==> src/rtl/knn_local_sp_pkg.sv <==
// Shared defaults and grant encoding for the KNN local single-port memory arbiter.
package knn_local_sp_pkg;

    localparam int unsigned DEF_DATA_WIDTH  = 256;
    localparam int unsigned DEF_ADDR_WIDTH  = 11;
    localparam int unsigned DEF_MEM_LATENCY = 2;
    localparam int unsigned DEF_RESP_DEPTH  = 4;

    typedef enum logic [1:0] {
        GntNone = 2'd0,
        GntWr   = 2'd1,
        GntRd   = 2'd2
    } grant_e;

endpackage

==> src/rtl/knn_sp_rsp_fifo.sv <==
// Read-response FIFO with a registered output stage; count includes the output register.
module knn_sp_rsp_fifo #(
    parameter int unsigned DATA_WIDTH = 256,
    parameter int unsigned DEPTH      = 4
) (
    input  logic                      clk,
    input  logic                      reset,
    input  logic                      push,
    input  logic [DATA_WIDTH-1:0]     push_data,
    input  logic                      out_ready,
    output logic                      out_valid,
    output logic [DATA_WIDTH-1:0]     out_data,
    output logic [$clog2(DEPTH):0]    count
);

    localparam int unsigned PTR_W = $clog2(DEPTH);
    localparam int unsigned CNT_W = PTR_W + 1;

    logic [DATA_WIDTH-1:0] store [DEPTH];
    logic [PTR_W-1:0]      wptr_q, rptr_q;
    logic [CNT_W-1:0]      arr_cnt_q;
    logic                  out_valid_q;
    logic [DATA_WIDTH-1:0] out_data_q;
    logic                  load, arr_rd, arr_wr, bypass;

    // The output register refills whenever it is empty or being consumed; an empty
    // array lets a fresh push go straight to the output.
    always_comb begin
        load   = !out_valid_q || out_ready;
        arr_rd = load && (arr_cnt_q != '0);
        bypass = load && (arr_cnt_q == '0) && push;
        arr_wr = push && !bypass;
    end

    always_ff @(posedge clk) begin
        if (arr_wr) store[wptr_q] <= push_data;
    end

    always_ff @(posedge clk or negedge reset) begin
        if (!reset) begin
            wptr_q      <= '0;
            rptr_q      <= '0;
            arr_cnt_q   <= '0;
            out_valid_q <= 1'b0;
            out_data_q  <= '0;
        end else begin
            if (arr_wr) wptr_q <= wptr_q + PTR_W'(1);
            if (arr_rd) rptr_q <= rptr_q + PTR_W'(1);
            arr_cnt_q <= arr_cnt_q + CNT_W'(arr_wr) - CNT_W'(arr_rd);
            if (load) begin
                out_valid_q <= arr_rd || bypass;
                if (arr_rd) out_data_q <= store[rptr_q];
                else if (bypass) out_data_q <= push_data;
            end
        end
    end

    assign out_valid = out_valid_q;
    assign out_data  = out_data_q;
    assign count     = arr_cnt_q + CNT_W'(out_valid_q);

    overflow_check: assert property (@(posedge clk) disable iff (!reset)
        !(push && (count == CNT_W'(DEPTH)) && !(out_valid_q && out_ready)));

endmodule

==> src/rtl/knn_local_sp_arbiter.sv <==
// Round-robin write/read arbiter for one single-port memory with an in-order response FIFO.
// Define KNN_LOCAL_SP_ARB_STATS_EN to add saturating grant/stall counters.
module knn_local_sp_arbiter
    import knn_local_sp_pkg::*;
#(
    parameter int unsigned DATA_WIDTH  = DEF_DATA_WIDTH,
    parameter int unsigned ADDR_WIDTH  = DEF_ADDR_WIDTH,
    parameter int unsigned MEM_LATENCY = DEF_MEM_LATENCY,
    parameter int unsigned RESP_DEPTH  = DEF_RESP_DEPTH
) (
    input  logic                  clk,
    input  logic                  reset,
    input  logic                  wr_valid,
    output logic                  wr_ready,
    input  logic [ADDR_WIDTH-1:0] wr_addr,
    input  logic [DATA_WIDTH-1:0] wr_data,
    input  logic                  rd_valid,
    output logic                  rd_ready,
    input  logic [ADDR_WIDTH-1:0] rd_addr,
    output logic                  rsp_valid,
    input  logic                  rsp_ready,
    output logic [DATA_WIDTH-1:0] rsp_data,
    output logic [ADDR_WIDTH-1:0] mem_address0,
    output logic                  mem_ce0,
    output logic                  mem_we0,
    output logic [DATA_WIDTH-1:0] mem_d0,
    input  logic [DATA_WIDTH-1:0] mem_q0
`ifdef KNN_LOCAL_SP_ARB_STATS_EN
    ,
    output logic [31:0]           stat_wr,
    output logic [31:0]           stat_rd,
    output logic [31:0]           stat_stall
`endif
);

    localparam int unsigned CNT_W = $clog2(RESP_DEPTH) + 1;
    localparam int unsigned SUM_W = CNT_W + 1;

    grant_e               grant;
    logic                 rd_pri_q, rd_pri_d;
    logic [MEM_LATENCY-1:0] vld_q;
    logic [CNT_W-1:0]     fifo_count;
    logic [SUM_W-1:0]     inflight;
    logic                 rd_elig, conflict;

    // Reads already issued plus buffered responses must leave a free FIFO slot.
    always_comb begin
        inflight = SUM_W'(fifo_count);
        for (int i = 0; i < MEM_LATENCY; i++) inflight = inflight + SUM_W'(vld_q[i]);
        rd_elig  = inflight < SUM_W'(RESP_DEPTH);
    end

    always_comb begin
        grant    = GntNone;
        conflict = wr_valid && rd_valid && rd_elig;
        rd_pri_d = rd_pri_q;
        if (reset) begin
            if (rd_valid && rd_elig && (!wr_valid || rd_pri_q)) grant = GntRd;
            else if (wr_valid) grant = GntWr;
            if (conflict) rd_pri_d = (grant == GntWr);
        end
    end

    always_comb begin
        wr_ready     = (grant == GntWr);
        rd_ready     = (grant == GntRd);
        mem_ce0      = (grant != GntNone);
        mem_we0      = (grant == GntWr);
        mem_address0 = (grant == GntWr) ? wr_addr : rd_addr;
        mem_d0       = wr_data;
    end

    always_ff @(posedge clk or negedge reset) begin
        if (!reset) begin
            rd_pri_q <= 1'b1;
            vld_q    <= '0;
        end else begin
            rd_pri_q <= rd_pri_d;
            vld_q[0] <= (grant == GntRd);
            for (int i = 1; i < MEM_LATENCY; i++) vld_q[i] <= vld_q[i-1];
        end
    end

    knn_sp_rsp_fifo #(
        .DATA_WIDTH (DATA_WIDTH),
        .DEPTH      (RESP_DEPTH)
    ) u_rsp_fifo (
        .clk       (clk),
        .reset     (reset),
        .push      (vld_q[MEM_LATENCY-1]),
        .push_data (mem_q0),
        .out_ready (rsp_ready),
        .out_valid (rsp_valid),
        .out_data  (rsp_data),
        .count     (fifo_count)
    );

`ifdef KNN_LOCAL_SP_ARB_STATS_EN
    logic stall;
    assign stall = (wr_valid && grant != GntWr) || (rd_valid && grant != GntRd);

    always_ff @(posedge clk or negedge reset) begin
        if (!reset) begin
            stat_wr    <= '0;
            stat_rd    <= '0;
            stat_stall <= '0;
        end else begin
            if (grant == GntWr && stat_wr != '1) stat_wr <= stat_wr + 32'd1;
            if (grant == GntRd && stat_rd != '1) stat_rd <= stat_rd + 32'd1;
            if (stall && stat_stall != '1) stat_stall <= stat_stall + 32'd1;
        end
    end
`endif

endmodule

==> config.mk <==
export PLATFORM = sky130hd
export DESIGN_NAME = knn_local_sp_arbiter
export DESIGN_NICKNAME = d
export VERILOG_FILES = /design/src/rtl/knn_local_sp_pkg.sv /design/src/rtl/knn_sp_rsp_fifo.sv /design/src/rtl/knn_local_sp_arbiter.sv
export SDC_FILE = /design/constraint.sdc
export NUM_CORES = 1
export LEC_CHECK = 0
export CORE_AREA = 10 10 410 412
export CTS_BUF_LIST = sky130_fd_sc_hd__clkbuf_2 sky130_fd_sc_hd__clkbuf_4 sky130_fd_sc_hd__clkbuf_8
export CTS_CLUSTER_DIAMETER = 200
export DETAILED_ROUTE_END_ITERATION = 6
export DIE_AREA = 0 0 420 422
export PLACE_DENSITY = 0.59
export SYNTH_ARGS = -nofsm -noshare
export SYNTH_HDL_FRONTEND = slang
export SYNTH_SLANG_ARGS = --single-unit
==> constraint.sdc <==
create_clock -name clk -period 14.2 [get_ports clk]
set_clock_uncertainty 0.05 [all_clocks]
set_input_delay 4.26 -clock clk [delete_from_list [all_inputs] [get_ports clk]]
set_output_delay 4.26 -clock clk [all_outputs]
set_load 0.01 [all_outputs]
# [Word level (Yosys, flattened, before mapping)]
# Memory sizes are Yosys's and may differ from the RTL's.
# Index checks and enable logic that the tools add are counted.
[totals] reg_bits=267 ramBits=1024 in_bits=539 word_cells=48 mem_count=1
[op_classes] n_addsub=7 magnitude_cmp=1 n_eq_ne=3 n_mux=9 n_reduce_logical=20
[mem_list] memory="u_rsp_fifo.store" depth=4 width=256 read_ports=1 rd_clocked_by_memory_dff=0 write_ports=1 line="knn_sp_rsp_fifo.sv:19" source="logic [DATA_WIDTH-1:0] store [DEPTH];"
[ops] op="two-way mux 256 bit" count=2
[ops] op="two-way mux 11 bit" count=1
[ops] op="logical AND 1 bit" count=8
[ops] op="adder 3 x 1 -> 3 bit" count=2
[ops] op="two-way mux 2 bit" count=3
[ops] op="adder 2 x 1 -> 2 bit (second input constant)" count=2
[ops] op="adder 3 x 1 -> 4 bit" count=1
[ops] op="adder 4 x 1 -> 4 bit" count=1
[ops] op="equality test 2 x 1 -> 1 bit (second input constant)" count=2
[ops] op="< comparator 4 x 3 -> 1 bit (second input constant)" count=1
[ops] op="AND reduction 2 bit" count=2
[ops] op="nonzero test 2 bit" count=2
[ops] op="zero test 1 bit" count=3
[ops] op="zero test 3 bit" count=1
[ops] op="logical OR 1 bit" count=3
[ops] op="two-way mux 1 bit" count=3
[ops] op="nonzero test 3 bit" count=1
[ops] op="subtractor 3 x 1 -> 3 bit" count=1
[ops] op="equality test 2 bit (second input constant)" count=1

# [Logic depth before layout (Yosys ltp)]
# Gate-level depths: netlist of the first run.
[depth] depth_word=11 depth_mapped=11 ltp_nobuf=9

# [Modules after synthesis]
# A second synthesis of the first run with hierarchy kept.
[unflattened] hier_cells=2549 hier_area_um2=51087.7
[by_module_without_submodules] module="knn_sp_rsp_fifo" instances=1 cells_per_inst=2264 area_each_um2=48793.0 seq_area_each_um2=37355.8
[by_module_without_submodules] module="knn_local_sp_arbiter" instances=1 cells_per_inst=285 area_each_um2=2294.7 seq_area_each_um2=76.3

# [Worst setup path before layout of the first run]
# No wires, ideal clock.
[synth_path] path_type="input to register" startpoint="in rsp_ready" endpoint="mem u_rsp_fifo.store[0][0], enable pin" arrival_ns=10.778 required_ns=13.501 setup_slack_ns=2.722 path_stages=4 cell_sequence="nand2b_1 > buf_2 > a21boi_1 > and2_1"
[synth_via] elab_chain_cells=7
[synth_lines] item="start: declaration" line="knn_local_sp_arbiter.sv:21" source="input logic rsp_ready,"
[synth_lines] item="logical OR 1 bit" line="knn_sp_rsp_fifo.sv:29" source="load = !out_valid_q || out_ready;"
[synth_lines] item="logical AND 1 bit (2 in a row)" line="knn_sp_rsp_fifo.sv:31" source="bypass = load && (arr_cnt_q == '0) && push;"
[synth_lines] item="zero test 1 bit" line="knn_sp_rsp_fifo.sv:32" source="arr_wr = push && !bypass;"
[synth_lines] item="logical AND 1 bit" line="knn_sp_rsp_fifo.sv:32"
[synth_lines] item="named net u_rsp_fifo.arr_wr" line="knn_sp_rsp_fifo.sv:24" source="logic load, arr_rd, arr_wr, bypass;"
[synth_lines] item="two-way mux 1 bit" line="knn_sp_rsp_fifo.sv:36" source="if (arr_wr) store[wptr_q] <= push_data;"
[synth_lines] item="two-way mux 1 bit (not written as such)" line="knn_sp_rsp_fifo.sv:36"
[synth_lines] item="end: declaration" line="knn_sp_rsp_fifo.sv:19"
# The timed path passes the listed nets, and every way through them passes these cells.

# [Worst setup path after layout of the first run]
[layout_path] startpoint="in rd_valid" endpoint="out mem_address0[0]"
[layout_via] elab_chain_cells=7
[layout_lines] item="start: declaration" line="knn_local_sp_arbiter.sv:17" source="input logic rd_valid,"
[layout_lines] item="logical AND 1 bit (2 in a row)" line="knn_local_sp_arbiter.sv:58" source="if (rd_valid && rd_elig && (!wr_valid || rd_pri_q)) grant = GntRd;"
[layout_lines] item="two-way mux 2 bit" line="knn_local_sp_arbiter.sv:58"
[layout_lines] item="two-way mux 2 bit (2 in a row)" line="knn_local_sp_arbiter.sv:57" source="if (reset) begin"
[layout_lines] item="equality test 2 x 1 -> 1 bit" line="knn_local_sp_arbiter.sv:69" source="mem_address0 = (grant == GntWr) ? wr_addr : rd_addr;"
[layout_lines] item="two-way mux 11 bit" line="knn_local_sp_arbiter.sv:69"
[layout_lines] item="end: declaration" line="knn_local_sp_arbiter.sv:23" source="output logic [ADDR_WIDTH-1:0] mem_address0,"
# Every way passes these cells. The select of a mux whose other input is x is not followed.

==> flow_summary_export.csv, run 1 <==
group,metric,value,unit
yosys,netlist_area,52400,um^2
power_and_ir_drop,powerDensity,201,nW/um^2
sta,finalSetupViolations,0,
yosys,synth.distinct_cells,33,
worst_setup_path,arrival,6.59,ns
yosys,avgSynthCellArea,16.4,um^2
global_routing,grt_use_total,0.215,
sta,max-slew-margin-rel,0.0847,
cts,cts_tree,"built",
power_and_ir_drop,netSwitchingFraction,0.329,
cells_and_area,fin_area,62500,um^2
yosys,seq_area_frac_synth,0.714,
worst_setup_path,end_kind,"output pin",
yosys,synthCells,3189,
power_and_ir_drop,combPwrFrac,0.321,
place,place_area,58000,um^2
cts,htreeDepth,4,
cells_and_area,area_growth,19.3,%
routing,viasPerCell,5.41,
worst_setup_path,r2r-start,"u_rsp_fifo.out_valid$_DFFE_PN0P_",
worst_setup_path,crit_start,"rd_valid",
routing,ant_nets,0,
worst_setup_path,cp_max_fo,12,
routing,vias,31200,
die,core_area,160000,um^2
global_routing,grt_pass1_wl,269,mm
sta,worst_slew_pin_slew,1.37,ns
cells_and_area,drive_above_1_share,0.187,
cts,root_buffer,"clkbuf_8",
die,rows,147,
cts,ctsResizeCount,0,
worst_hold_path,hp-class,"reg2reg",
cts,post_cts_buffers,0,
sta,rsz0062_at_grt,"false",
routing,post_drt_wl_per_cell,34.5,um
sta,fin_crit_sh,0.768,
routing,routed_wl,199,mm
cts,cts_sinks,1291,
die,start_util,0.328,
global_routing,grtUsageMet2,0.337,
sta,tns,0,ns
flow_run,drv_cap,0,
sta,maxSlewViolCount,0,
yosys,synth_edf_count,1024,
yosys,yosys.area.top_type_share,0.587,
place,numPortBuffers,554,
worst_hold_path,worst_hold_path.num_cells,0,
worst_setup_path,path_class,"in2out",
power_and_ir_drop,switching_power,4.13,mW
global_routing,top_usage_layer,"met2",
cts,clk_pin_slew,0.06,ns
global_routing,antenna_found_initial,35,
global_routing,grt_max_degree,199,
routing,remaining_drc_errors,0,
yosys,yosysWarnings,0,
run_status,status,"finished clean",
cts,clk_latency,0.92,ns
global_routing,met3_usage,0.133,
cells_and_area,final.fill_count,14700,
global_routing,use_met1,0.214,
yosys,ys_ff_latch,1291,
worst_setup_path,r2r_slack,9.65,ns
worst_setup_path,ff2ff_path_depth,5,
yosys,yosysTopAreaCell,"edfxtp_1",
worst_setup_path,r2r-end,"u_rsp_fifo.store[3][22]$_DFFE_PP_",
cts,clockBufferDepth,3,
power_and_ir_drop,vdd_drop_max,0.000149,V
worst_setup_path,critPathCapture,"mem_address0[0]",
cts,holdBufCountCts,0,
place,dp_hpwl,132,mm
cells_and_area,nets,4030,
power_and_ir_drop,clkPwrFrac,0.269,
sta,final-hold-violation-count,0,
yosys,synth.area.top_cells,"edfxtp_1, dfrtp_1, mux4_2",
power_and_ir_drop,power_leakage,20.5,nW
yosys,synthArstFlopShare,0.207,
global_routing,grt_overflow,0,
sta,hold_ws,0.423,ns
power_and_ir_drop,p_int,8.43,mW
die,ios,1067,
die,fp.dieH,422,um
yosys,synth_ff_type,"edfxtp_1",
sta,fin_crit,10.90,ns
die,die_x,420,um
routing,drt_iter0_markers,2857,
cts,cts_buffers,210,
routing,first_pass_iters,5,
worst_setup_path,critPathLaunchType,"input port",
sta,fmax,0.0918,GHz
global_routing,grt_pass1_vias,31300,
die,dieArea,177000,um^2
worst_setup_path,crit_required,9.89,ns
place,gp_congestion,0.948,
power_and_ir_drop,pwr-share-seq,0.410,
yosys,synth_nets,3738,
state kept, by name, indices dropped and copies added (netlist names):
signal and cells:
u_rsp_fifo.wptr_q 2, vld_q 2, u_rsp_fifo.out_valid 1, u_rsp_fifo.store 1024, u_rsp_fifo.arr_cnt_q 3, rd_pri_q 1
u_rsp_fifo.rptr_q 2, u_rsp_fifo.out_data 256
through the flow:
| step | total power, mW | std cells | utilization | worst slack (ns) |
|---|---|---|---|---|
| floorplan | 7.55 | 3189 | - | 2.72 |
| global placement | 9.27 | 5355 | 0.363 | 3.38 |
| CTS | 12.7 | 5748 | 0.391 | 3.39 |
| finish | 12.6 | 5768 | 0.391 | 3.30 |
| detailed placement | 9.31 | 5355 | 0.363 | 3.41 |
| global route | 13.2 | 5765 | 0.391 | 3.25 |
metal layers:
| layer | up-vias | share of wire |
|---|---|---|
| li1 | 13100 | - |
| met4 | 30 | 0.069 |
| met1 | 16200 | 0.31 |
| met2 | 1619 | 0.47 |
| met3 | 362 | 0.15 |
| met5 | - | 0.0018 |
cells in the mapped netlist, types with 3 or more instances:
cell type,instances
a31oi_1,256
xnor2_1,6
and2_1,6
o2111ai_1,12
o21ai_0,257
nor2_1,4
buf_2,62
nand3_1,257
a21oi_1,257
mux4_2,256
nand2_1,24
o211ai_1,12
edfxtp_1,1024
buf_1,7
ha_1,9
clkbuf_1,170
buf_6,3
inv_1,8
buf_4,280
dfrtp_1,266
worst min path at each step:
stage	startpoint	endpoint	slack, ns
after floorplan	vld_q[0]$_DFF_PN0_	vld_q[1]$_DFF_PN0_	0.30
after global placement	vld_q[0]$_DFF_PN0_	vld_q[1]$_DFF_PN0_	0.42
after detailed placement	vld_q[0]$_DFF_PN0_	vld_q[1]$_DFF_PN0_	0.41
after CTS	vld_q[0]$_DFF_PN0_	vld_q[1]$_DFF_PN0_	0.43
after global routing	vld_q[0]$_DFF_PN0_	vld_q[1]$_DFF_PN0_	0.42
final	vld_q[0]$_DFF_PN0_	vld_q[1]$_DFF_PN0_	0.42
cells by family after synthesis:
family / count (synthesis) / share of synthesized area
mux: 257 / 0.110
fa+ha+maj: 10 / 0.00253
simple gates: 297 / 0.0281
xor+xnor: 7 / 0.00117
flops: 1291 / 0.714
buf+inv: 530 / 0.0599
compound gates: 797 / 0.0838
placed cells by master (no fill, tap or decap), types with 4 or more instances in the layout:
cell type           n
a21oi_1           257
o2111ai_1          12
clkinv_2           23
diode_2            20
clkbuf_4           85
bufinv_16           5
a31oi_1           256
buf_4              39
clkbuf_8          241
o211ai_1           12
xnor2_1             5
mux4_2            256
clkinv_1           27
ha_1                9
and2_4              4
dfrtp_1           264
nand3_1           257
buf_12              9
nand2_1            24
clkdlybuf4s50_1   553
edfxtp_1         1024
inv_1               8
o21ai_0           257
layout make-up:
class / count / area (um^2) / share of cell area
Multi-Input combinational cell: 1368 / 11900 / 0.190
Inverter: 8 / 30.0 / 0.000480
Timing Repair Buffer: 602 / 6020 / 0.0964
Clock inverter: 67 / 508 / 0.00813
Clock buffer: 326 / 3960 / 0.0633
Tap cell: 2086 / 2610 / 0.0418
Sequential cell: 1291 / 37400 / 0.599
Antenna cell: 20 / 50.0 / 0.000801
critical path: stages:
cell             delay, ns
clkdlybuf4s50_1       0.51
and2_1                0.50
o211a_1               0.53
o211ai_1              0.24
clkdlybuf4s50_1       0.54
power by group through the flow:
stage / logic [mW] / clock network (mW) / registers, mW
2_1_floorplan: 2.29 / 0 / 5.26
3_3_place_gp: 4.06 / 0 / 5.22
3_5_place_dp: 4.08 / 0 / 5.22
4_1_cts: 4.10 / 3.47 / 5.16
5_1_grt: 4.32 / 3.64 / 5.21
6_report: 4.03 / 3.38 / 5.15
(Power assumes the default switching activity.)
==> run 2, diff against run 1 <==
clock period = 10.5 ns   (was 14.2 ns; I/O delays follow)
==> run 2 against run 1 <==
  * The run now ends with design-rule violations, max-slew violations left
  * Wire length fell by 0.57%
  * Core utilization rose by 0.17 points
  * Final cell count rose by 0.10%
  * Register-to-register slack got worse by 2.9 ns
  * Sequential power rose by 35%
  * Critical endpoint is now mem_address0[3]
  * Largest cell class unchanged
==> flow_summary_export.csv, run 2 (synthesis gave the netlist of run 1 again) <==
group,metric,value,unit
run_status,status,"finished, violations left",
run_status,violations,"design-rule violations, max-slew violations",
worst_setup_path,r2r-end,"u_rsp_fifo.store[3][15]$_DFFE_PP_",
cells_and_area,fin_area,62800,um^2
worst_hold_path,worstHoldStart,"vld_q[0]$_DFF_PN0_",
global_routing,grt_pass1_vias,31300,
cells_and_area,mostFrequentLayoutCell,"edfxtp_1",
place,dp_hpwl,131,mm
power_and_ir_drop,power_leakage,20.6,nW
sta,rsz0062_at_grt,"false",
cells_and_area,final_cell_mix,"edfxtp_1, clkdlybuf4s50_1, dfrtp_1",
global_routing,grt_pass1_wl,269,mm
worst_hold_path,worst_hold_path.num_cells,0,
worst_hold_path,hp-class,"reg2reg",
cells_and_area,area_growth,19.8,%
sta,final-hold-violation-count,0,
cts,clk_pin_slew,0.06,ns
routing,viasPerCell,5.43,
die,rows,147,
sta,fin_crit,8.60,ns
cts,cts_sinks,1291,
power_and_ir_drop,power.total,17.2,mW
die,die_x,420,um
cts,holdBufCountCts,0,
routing,routed_wl,198,mm
global_routing,grt_overflow,0,
cells_and_area,regMostFlops,"u_rsp_fifo.store",
cells_and_area,final.fill_count,14700,
sta,fin_crit_sh,0.819,
worst_setup_path,path_class,"in2out",
power_and_ir_drop,vdd_drop_max,0.000218,V
worst_setup_path,ff2ff_path_depth,4,
routing,first_pass_iters,7,
worst_setup_path,arrival,5.40,ns
routing,ant_nets,0,
worst_setup_path,crit_required,7.30,ns
cts,root_buffer,"clkbuf_8",
die,start_util,0.328,
worst_hold_path,whs_endpoint,"vld_q[1]$_DFF_PN0_",
cts,post_cts_buffers,0,
routing,drt_iter0_markers,2687,
cts,ctsResizeCount,0,
place,place_area,58000,um^2
cts,cts_tree,"built",
sta,worst_slew_pin_slew,1.61,ns
place,gp_congestion,0.952,
place,numPortBuffers,554,
cells_and_area,largest_reg_flops,1024,
worst_setup_path,r2r-start,"u_rsp_fifo.out_valid$_DFFE_PN0P_",
cells_and_area,drive_above_1_share,0.187,
sta,max-slew-margin-rel,-0.0754,
sta,fmax,0.116,GHz
routing,post_drt_wl_per_cell,34.3,um
flow_run,drv_cap,0,
die,dieArea,177000,um^2
cts,clk_latency,0.93,ns
routing,vias,31400,
worst_setup_path,end_kind,"output pin",
cts,clockBufferDepth,3,
sta,tns,0,ns
global_routing,antenna_found_initial,28,
global_routing,grt_max_degree,185,
worst_setup_path,cp_max_fo,12,
die,core_area,160000,um^2
cells_and_area,post-route-util,0.393,
die,ios,1067,
global_routing,grt_use_total,0.214,
routing,remaining_drc_errors,6,
sta,finalSetupViolations,0,
worst_setup_path,r2r_slack,6.72,ns
sta,hold_ws,0.441,ns
cts,htreeDepth,4,
die,fp.dieH,422,um
worst_setup_path,critPathLaunchType,"input port",
cells_and_area,nets,4030,
cts,cts_buffers,215,
power_and_ir_drop,powerDensity,274,nW/um^2
sta,maxSlewViolCount,59,
## run 2: cell count changes in the layout (fill, tap and decap cells not counted), moves of 3 or more
cell      delta
buf_4       -11
clkinv_1    +10
diode_2      -7
buf_12       +6
inv_16       +4
clkbuf_8     +3
## run 2: cell type report
class                   instances  area [um^2]  area share
flip-flops and latches       1291        37400       0.596
well taps                    2086         2610      0.0416
multi-input cells            1368        11900       0.189
diodes                         13         32.5    0.000518
clock inverters                82          721      0.0115
clock buffers                 329         4000      0.0637
repair buffers                597         6060      0.0965
inverters                       8         30.0    0.000478
## run 2: how the worst max path moves through the flow
stage / from / to / cells after the start
6_report: rd_valid / mem_address0[3] / 5
5_1_grt: rd_valid / mem_address0[0] / 5
4_1_cts: rd_valid / mem_address0[0] / 5
3_5_place_dp: rd_valid / mem_address0[0] / 5
3_3_place_gp: rd_valid / mem_address0[0] / 5
2_1_floorplan: rsp_ready / u_rsp_fifo.store[2][0]$_DFFE_PP_ / 4
## run 2: power by group
| group | switching, mW | internal (mW) | total [mW] |
|---|---|---|---|
| Clock | 2.12 | 2.63 | 4.76 |
| Combinational | 2.96 | 2.51 | 5.47 |
| Sequential | 0.561 | 6.39 | 6.95 |
| Total | 5.64 | 11.5 | 17.2 |
## run 2: routing by layer
layer | vias to the layer above | global-route usage | wire [um]
met5 | - | 0.0175 | 621
met4 | 40 | 0.106 | 11400
met3 | 364 | 0.129 | 28200
met2 | 1654 | 0.353 | 96400
met1 | 16200 | 0.209 | 61300
li1 | 13100 | - | -
## run 2: critical path, cell delays in order
cell and delay [ns]:
clkdlybuf4s50_1 0.49, and2_1 0.47, o211a_1 0.50, o211ai_1 0.23
clkdlybuf4s50_1 0.54
## run 2: per-stage QoR
step	setup slack [ns]	std cells
global placement	1.89	5350
CTS	1.94	5761
floorplan	0.132	3189
detailed placement	1.96	5350
finish	1.90	5774
global route	1.80	5769
